### src/rtl/mem_access_sequencer.sv
// Multi-cycle load/store sequencer between decode and a req/ack data memory.
// Latches one access, checks funct3 legality and alignment, drives the memory
// handshake with a timeout, and returns a lane-steered, extended load result.
module mem_access_sequencer #(
  parameter int ADDR_W  = 32,
  parameter int DATA_W  = 32,
  parameter int TIMEOUT = 16
) (
  input  logic              clk,
  input  logic              rst,
  input  logic              start,
  input  logic              mem_read,
  input  logic              mem_write,
  input  logic [2:0]        funct3,
  input  logic [ADDR_W-1:0] addr,
  input  logic [DATA_W-1:0] wdata,
  output logic              stall,
  output logic              done,
  output logic [1:0]        fault,
  output logic [DATA_W-1:0] rdata_out,
  output logic              mem_req,
  output logic              mem_we,
  output logic [ADDR_W-1:0] mem_addr,
  output logic [DATA_W-1:0] mem_wdata,
  output logic [3:0]        mem_be,
  input  logic              mem_ack,
  input  logic [DATA_W-1:0] mem_rdata
);

  localparam logic [1:0] IDLE   = 2'd0;
  localparam logic [1:0] ACCESS = 2'd1;
  localparam logic [1:0] DONE   = 2'd2;
  localparam logic [1:0] FAULT  = 2'd3;

  localparam logic [1:0] F_NONE    = 2'b00;
  localparam logic [1:0] F_MISALGN = 2'b01;
  localparam logic [1:0] F_TIMEOUT = 2'b10;
  localparam logic [1:0] F_ILLEGAL = 2'b11;

  localparam int TW = $clog2(TIMEOUT + 1);
  localparam logic [TW-1:0] T_LAST = TW'(TIMEOUT - 1);

  logic [1:0]        state_q, state_d;
  logic              we_q, we_d;
  logic [2:0]        f3_q, f3_d;
  logic [1:0]        off_q, off_d;
  logic [ADDR_W-1:0] addr_q, addr_d;
  logic [3:0]        be_q, be_d;
  logic [DATA_W-1:0] wd_q, wd_d;
  logic [TW-1:0]     timer_q, timer_d;
  logic [DATA_W-1:0] rdata_q, rdata_d;
  logic [1:0]        fault_q, fault_d;

  logic              valid_start, illegal, misalign;
  logic [3:0]        be_new;
  logic [DATA_W-1:0] wd_new, ld_ext;
  logic [7:0]        ld_byte;
  logic [15:0]       ld_half;

  assign valid_start = start & (mem_read ^ mem_write);

  // Request decode: legality, alignment, byte enables and store lane replication
  always_comb begin
    if (mem_read)
      illegal = !(funct3 inside {3'b000, 3'b001, 3'b010, 3'b100, 3'b101});
    else
      illegal = funct3[2] | (funct3[1:0] == 2'b11);
    misalign = ((funct3[1:0] == 2'b01) && addr[0]) ||
               ((funct3[1:0] == 2'b10) && (addr[1:0] != 2'b00));
    case (funct3[1:0])
      2'b00:   begin be_new = 4'b0001 << addr[1:0];           wd_new = {4{wdata[7:0]}};  end
      2'b01:   begin be_new = addr[1] ? 4'b1100 : 4'b0011;    wd_new = {2{wdata[15:0]}}; end
      default: begin be_new = 4'b1111;                        wd_new = wdata;            end
    endcase
  end

  // Load lane selection and sign/zero extension from the latched offset and funct3
  always_comb begin
    ld_byte = mem_rdata[{off_q, 3'b000} +: 8];
    ld_half = off_q[1] ? mem_rdata[31:16] : mem_rdata[15:0];
    case (f3_q)
      3'b000:  ld_ext = {{24{ld_byte[7]}}, ld_byte};
      3'b001:  ld_ext = {{16{ld_half[15]}}, ld_half};
      3'b100:  ld_ext = {24'd0, ld_byte};
      3'b101:  ld_ext = {16'd0, ld_half};
      default: ld_ext = mem_rdata;
    endcase
  end

  // Sequencer next-state: IDLE -> ACCESS/FAULT, ACCESS -> DONE/FAULT, then back to IDLE
  always_comb begin
    state_d = state_q;
    we_d    = we_q;
    f3_d    = f3_q;
    off_d   = off_q;
    addr_d  = addr_q;
    be_d    = be_q;
    wd_d    = wd_q;
    timer_d = timer_q;
    rdata_d = rdata_q;
    fault_d = fault_q;
    case (state_q)
      IDLE: begin
        if (valid_start) begin
          we_d    = mem_write;
          f3_d    = funct3;
          off_d   = addr[1:0];
          addr_d  = {addr[ADDR_W-1:2], 2'b00};
          be_d    = be_new;
          wd_d    = wd_new;
          timer_d = '0;
          // Illegal funct3 outranks misalignment; neither issues a request.
          if (illegal) begin
            state_d = FAULT;
            fault_d = F_ILLEGAL;
            rdata_d = '0;
          end else if (misalign) begin
            state_d = FAULT;
            fault_d = F_MISALGN;
            rdata_d = '0;
          end else begin
            state_d = ACCESS;
            fault_d = F_NONE;
          end
        end
      end
      ACCESS: begin
        // An ack in the last allowed cycle still completes the access.
        if (mem_ack) begin
          state_d = DONE;
          fault_d = F_NONE;
          if (!we_q) rdata_d = ld_ext;
        end else if (timer_q == T_LAST) begin
          state_d = FAULT;
          fault_d = F_TIMEOUT;
          rdata_d = '0;
        end else begin
          timer_d = timer_q + TW'(1);
        end
      end
      default: state_d = IDLE;
    endcase
  end

  // State and datapath registers
  always_ff @(posedge clk or posedge rst) begin
    if (rst) begin
      state_q <= IDLE;
      we_q    <= 1'b0;
      f3_q    <= '0;
      off_q   <= '0;
      addr_q  <= '0;
      be_q    <= '0;
      wd_q    <= '0;
      timer_q <= '0;
      rdata_q <= '0;
      fault_q <= '0;
    end else begin
      state_q <= state_d;
      we_q    <= we_d;
      f3_q    <= f3_d;
      off_q   <= off_d;
      addr_q  <= addr_d;
      be_q    <= be_d;
      wd_q    <= wd_d;
      timer_q <= timer_d;
      rdata_q <= rdata_d;
      fault_q <= fault_d;
    end
  end

  // Stall covers the accepting IDLE cycle and all of ACCESS so the pipeline moves on done.
  assign stall     = (state_q == IDLE && valid_start) || (state_q == ACCESS);
  assign mem_req   = (state_q == ACCESS);
  assign done      = (state_q == DONE) || (state_q == FAULT);
  assign fault     = (state_q == FAULT) ? fault_q : F_NONE;
  assign rdata_out = rdata_q;
  assign mem_we    = we_q;
  assign mem_addr  = addr_q;
  assign mem_be    = be_q;
  assign mem_wdata = wd_q;

endmodule
### config.mk
export PLATFORM = sky130hd
export DESIGN_NAME = mem_access_sequencer
export DESIGN_NICKNAME = d
export VERILOG_FILES = /design/src/rtl/mem_access_sequencer.sv
export SDC_FILE = /design/constraint.sdc
export NUM_CORES = 1
export LEC_CHECK = 0
export ABC_CLOCK_PERIOD_IN_PS = 3900
export CORE_UTILIZATION = 40
export DETAILED_ROUTE_END_ITERATION = 8
export PLACE_DENSITY = 0.77
export SYNTH_ARGS = -nofsm -noshare
export SYNTH_HDL_FRONTEND = slang
export SYNTH_SLANG_ARGS = --single-unit
### constraint.sdc
create_clock -name clk -period 3.9 [get_ports clk]
set_input_delay 0.78 -clock clk [delete_from_list [all_inputs] [get_ports clk]]
set_output_delay 0.78 -clock clk [all_outputs]
set_load 0.01 [all_outputs]
**After elaboration in Yosys (flattened, before gate mapping)**

Index checks and enable logic that the tools add are counted.

- Logic and storage cells: 85
- Output and inout port bits: 106
- Bits in read-only memories: 0
- Bits in latches: 0
- Memory bits (writable): 0
- Register bits after elaboration: 113
- Input port bits: 105
- Memories: 0

- Muxes and demuxes: 30
- Bitwise logic cells: 3
- $lt $le $gt $ge: 0
- $mul: 0
- $add $sub $neg: 1
- Equality and inequality tests: 20
- Divide/modulo/power cells: 0
- Shifts and indexed selects: 2
- Reduce and logical (&&, ||, !) cells: 19

Operator list:

| operator | count |
|---|---|
| $mux W32 | 6 |
| $pmux W32 S2 | 2 |
| $pmux W32 S4 | 1 |
| $shiftx A32 B6 Y8 | 1 |
| $mux W2 | 10 |
| $mux W16 | 1 |
| $mux W5 | 3 |
| $eq A3 B3 Y1 const B | 4 |
| $pmux W5 S2 | 1 |
| $eq A2 B2 Y1 const B | 4 |
| $pmux W2 S2 | 2 |
| $pmux W4 S2 | 1 |
| $eq A3 B1 Y1 const B | 2 |
| $logic_not A3 Y1 | 2 |
| $ne A2 B2 Y1 const B | 3 |
| $ne A3 B3 Y1 const B | 2 |
| $add A5 B1 Y5 const B | 1 |
| $eq A5 B4 Y1 const B | 1 |
| $reduce_and A5 Y1 | 1 |
| $reduce_bool A5 Y1 | 1 |
| $eq A2 B1 Y1 const B | 2 |
| $logic_not A2 Y1 | 2 |
| $mux W4 | 1 |
| $reduce_and A2 Y1 | 2 |
| other kinds (13) | 19 |

**Depth between registers and ports, before layout**

- Depth in word-level cells: 7
- Depth in mapped cells: 8
- Depth with buffers taken out: 7

**Worst setup path before layout**

No wires, ideal clock.

- Path type: input-to-reg
- Start point: in funct3[0]
- End point: reg rdata_q[0], in the netlist rdata_out[0]
- Data arrival time: 1.968 ns
- Library setup time: 0.079 ns
- Cell stages on the path: 6
- Setup slack: 1.853 ns
- Buffers on the path: 2
- Cell sequence: clkbuf_1 -> nor4_1 -> a21oi_1 -> o311ai_4 -> buf_4 -> mux2i_1

- Longest elaborated chain between the ends: 7

RTL lines:

| what | RTL line | source |
|---|---|---|
| start, declared | 14 | `input logic [2:0] funct3,` |
| $eq A3 B1 Y1 (tied with other cells) | 65 | `illegal = !(funct3 inside {3'b000, 3'b001, 3'b010, 3'b100, 3'b101});` |
| $reduce_bool A5 Y1 | 65 |  |
| $logic_not A1 Y1 | 65 |  |
| $mux W1 | 64 | `if (mem_read)` |
| $mux W32 | 113 | `if (illegal) begin` |
| $mux W32 | 104 | `if (valid_start) begin` |
| $pmux W32 S2 | 102 | `case (state_q)` |
| end signal, assigned | 167 | `rdata_q <= rdata_d;` |
| end, declared | 51 | `logic [DATA_W-1:0] rdata_q, rdata_d;` |

Several ways; a longest one is shown, not always the timed one. The select of a mux whose other input is x is not followed.
A chain may end at the register's enable or synchronous reset.

**Worst setup path after layout**

- Start point: in mem_write
- End point: out stall

- Longest elaborated chain between the ends: 4

RTL lines:

| what | RTL line | source |
|---|---|---|
| start, declared | 13 | `input logic mem_write,` |
| $xor A1 B1 Y1 | 60 | `assign valid_start = start & (mem_read ^ mem_write);` |
| $and A1 B1 Y1 | 60 |  |
| $logic_and A1 B1 Y1 | 173 | `assign stall = (state_q == IDLE && valid_start) \|\| (state_q == ACCESS);` |
| $logic_or A1 B1 Y1 | 173 |  |
| end, declared | 17 | `output logic stall,` |

No other way between the ends.

==> impl_metrics.json <==
{
  "fin_crit_sh_pct": 83.8,
  "port_buffers": 208,
  "fin_skew_ps": 11.7,
  "num_vias": 5053,
  "status": "completed",
  "hp-class": "reg2reg",
  "layout_commonest_cell": "clkdlybuf4s50_1",
  "critPathMaxStageDelay_ps": 560,
  "synth-edff-count": 0,
  "drv_cap": 0,
  "path_common_cell": "clkdlybuf4s50_1",
  "fin_setup_tns_ps": 0,
  "tightestPinTransition_ps": 1080,
  "grt_usage_pct": 23.4,
  "die_w_um": 120,
  "fin_ws_ps": 632,
  "clk_pin_slew_ps": 50,
  "drc": 0,
  "slew_headroom_pct": 27.4,
  "routed_wirelength_um": 16200,
  "cp_slowest_cell": "clkdlybuf4s50_1",
  "synth_seq_cells": 113,
  "synthFlopType": "dfrtp_1",
  "grt_max_degree": 68,
  "yosysSeqAreaShare_pct": 50.9,
  "cts_hold_buf": 0,
  "synth_area_um2": 5560,
  "place_ws_ps": 660,
  "path_class": "in2out",
  "whs_ps": 472,
  "numCtsBuffers": 17,
  "via_per_inst": 5.18,
  "crit_path_max_fanout": 4,
  "power.leakage_nw": 3.81,
  "hpwl_um": 11700,
  "cts_max_level": 4,
  "grt_remaining_overflow": 0,
  "crit_required_ps": 3120,
  "ant_nets": 0,
  "die-area_um2": 14400,
  "synth.yosys.warnings": 0,
  "cts.path.max_buffers": 2,
  "cts.sinks": 113,
  "power.total_mw": 6.46,
  "drive_gt1_share_pct": 6.63,
  "max_freq_mhz": 306,
  "first_global_vias": 5136,
  "power_density_nw_per_um2": 765,
  "setup_viol": 0,
  "layout_common_cells": "clkdlybuf4s50_1, nand2_1, dfrtp_1",
  "firstDrtPassIters": 5,
  "drt-wirelength-per-cell_um": 16.6,
  "area_growth_pct": 51.9,
  "cts.repair.resized": 0,
  "cp-start-kind": "input port",
  "synthCells": 592,
  "synth-async-reset-ratio_pct": 100,
  "ir_drop_mv": 0.388,
  "cts-root-buf": "clkbuf_16",
  "clock_latency_ps": 420,
  "num_io_pins": 211,
  "antenna-diode-count": 0,
  "synth_cell_types": 49,
  "cp.arrival_ps": 2490,
  "start_util_pct": 41.5,
  "finalNetCount": 893,
  "slew_viol_final": 0,
  "cts_setup_buffers": 0,
  "die_h_um": 120,
  "core_um2": 13400,
  "antenna_found_initial": 0,
  "worstSetupEndpointType": "primary output",
  "fin_crit_ps": 3270,
  "rsz0062_at_grt": "no",
  "finalHoldViolCount": 0,
  "gp_congestion": 0.821,
  "drt_iter0_drc": 380,
  "core.rowCount": 42,
  "crit_path_cell_trace": "clkdlybuf4s50_1, xor2_1, a21oi_1, nor2_1, clkdlybuf4s50_1",
  "cts_tree": "yes",
  "syn_area_per_cell_um2": 9.39,
  "grt_pass1_wl_um": 25800
}
-- state kept, by name (all words and copies together), names as in the netlist --
name	cells
f3_q	3
fault_q	2
mem_addr	30
mem_be	4
mem_wdata	32
mem_we	1
off_q	2
rdata_out	32
state_q	2
timer_q	5
-- final timing paths --
kind,to,slack (ps),start,cells after the start
min,mem_addr[19],470,mem_addr[19],2
min reg2reg,mem_addr[19],470,mem_addr[19],2
max reg2reg,rdata_out[0],1660,f3_q[0],4
min in group asynchronous,mem_addr[25],790,rst,2
max,stall,630,mem_write,5
max in group asynchronous,rdata_out[28],2330,rst,3
-- logic make-up (layout without fill, tap and decap cells) --
family	count (synthesis)	count (layout)	share of synthesized area [%]
AOI/OAI and AO/OA	120	120	14.1
xor gates and xnor gates	4	4	0.630
adders and majority gates	2	2	0.450
buffers and inverters	65	271	4.97
DFF	113	113	50.9
muxes	58	58	10.7
other	1	2	0.0675
and+or+nand+nor	229	229	18.2
-- report_power, final --
group | leakage, nW | total [mW] | switching (mW) | internal (mW)
clock | 0.312 | 1.67 | 0.542 | 1.13
sequential | 1.45 | 2.06 | 0.381 | 1.68
combinational | 2.05 | 2.72 | 1.30 | 1.42
total | 3.81 | 6.46 | 2.22 | 4.24
-- cell type report --
cell class	count	area, µm²
clock inverters	10	155
fillers	1091	4960
repair buffers	218	2190
inverters	21	81.3
clock buffers	22	484
well taps	176	220
flip-flops and latches	113	2830
multi-input cells	415	2480
-- synthesized netlist by cell type (2+ instances only) --
library cell	n	area [µm²]
nand3b_1	7	52.6
and3_1	3	18.8
o21ai_0	37	185
nand2_1	165	619
nor2b_1	8	50.1
buf_1	3	11.3
nand3_1	4	20.0
o22ai_4	2	40.0
xor2_1	3	26.3
o2bb2ai_1	16	140
ha_1	2	25.0
a21oi_1	37	185
mux2i_1	54	541
buf_4	3	22.5
nor3_1	2	10.0
nand2b_1	6	37.5
clkbuf_1	26	97.6
dfrtp_1	113	2830
o221ai_1	7	61.3
mux2_1	2	22.5
buf_2	11	55.1
nand4b_1	7	61.3
a21o_1	2	15.0
nor2_1	20	75.1
a31oi_1	8	50.1
inv_1	21	78.8
-- worst max-delay path, delay by kind of cell --
| family | cells | cell delay [ps] |
|---|---|---|
| simple gates | 1 | 140 |
| xor+xnor | 1 | 310 |
| compound gates | 1 | 140 |
| buf+inv | 2 | 1110 |
-- routing by layer --
layer | GRT usage [%] | part of all wire (%) | routed length (µm) | up-vias
li1 | - | - | - | 2394
met1 | 27.6 | 41 | 6580 | 2382
met2 | 36.5 | 46 | 7410 | 243
met3 | 9.98 | 11 | 1730 | 34
met4 | 11.7 | 2.6 | 425 | 0
met5 | 0 | 0 | 0 | -
-- metrics by stage --
stage / util (%) / instances / area [µm²]
after detailed placement: 58.2 / 943 / 7800
final: 63.0 / 975 / 8440
after global routing: 63.0 / 975 / 8440
after CTS: 63.0 / 975 / 8440
after global placement: 58.2 / 943 / 7800
after floorplan: - / 593 / 5560
Note: power is estimated with default switching activity, not from simulation.
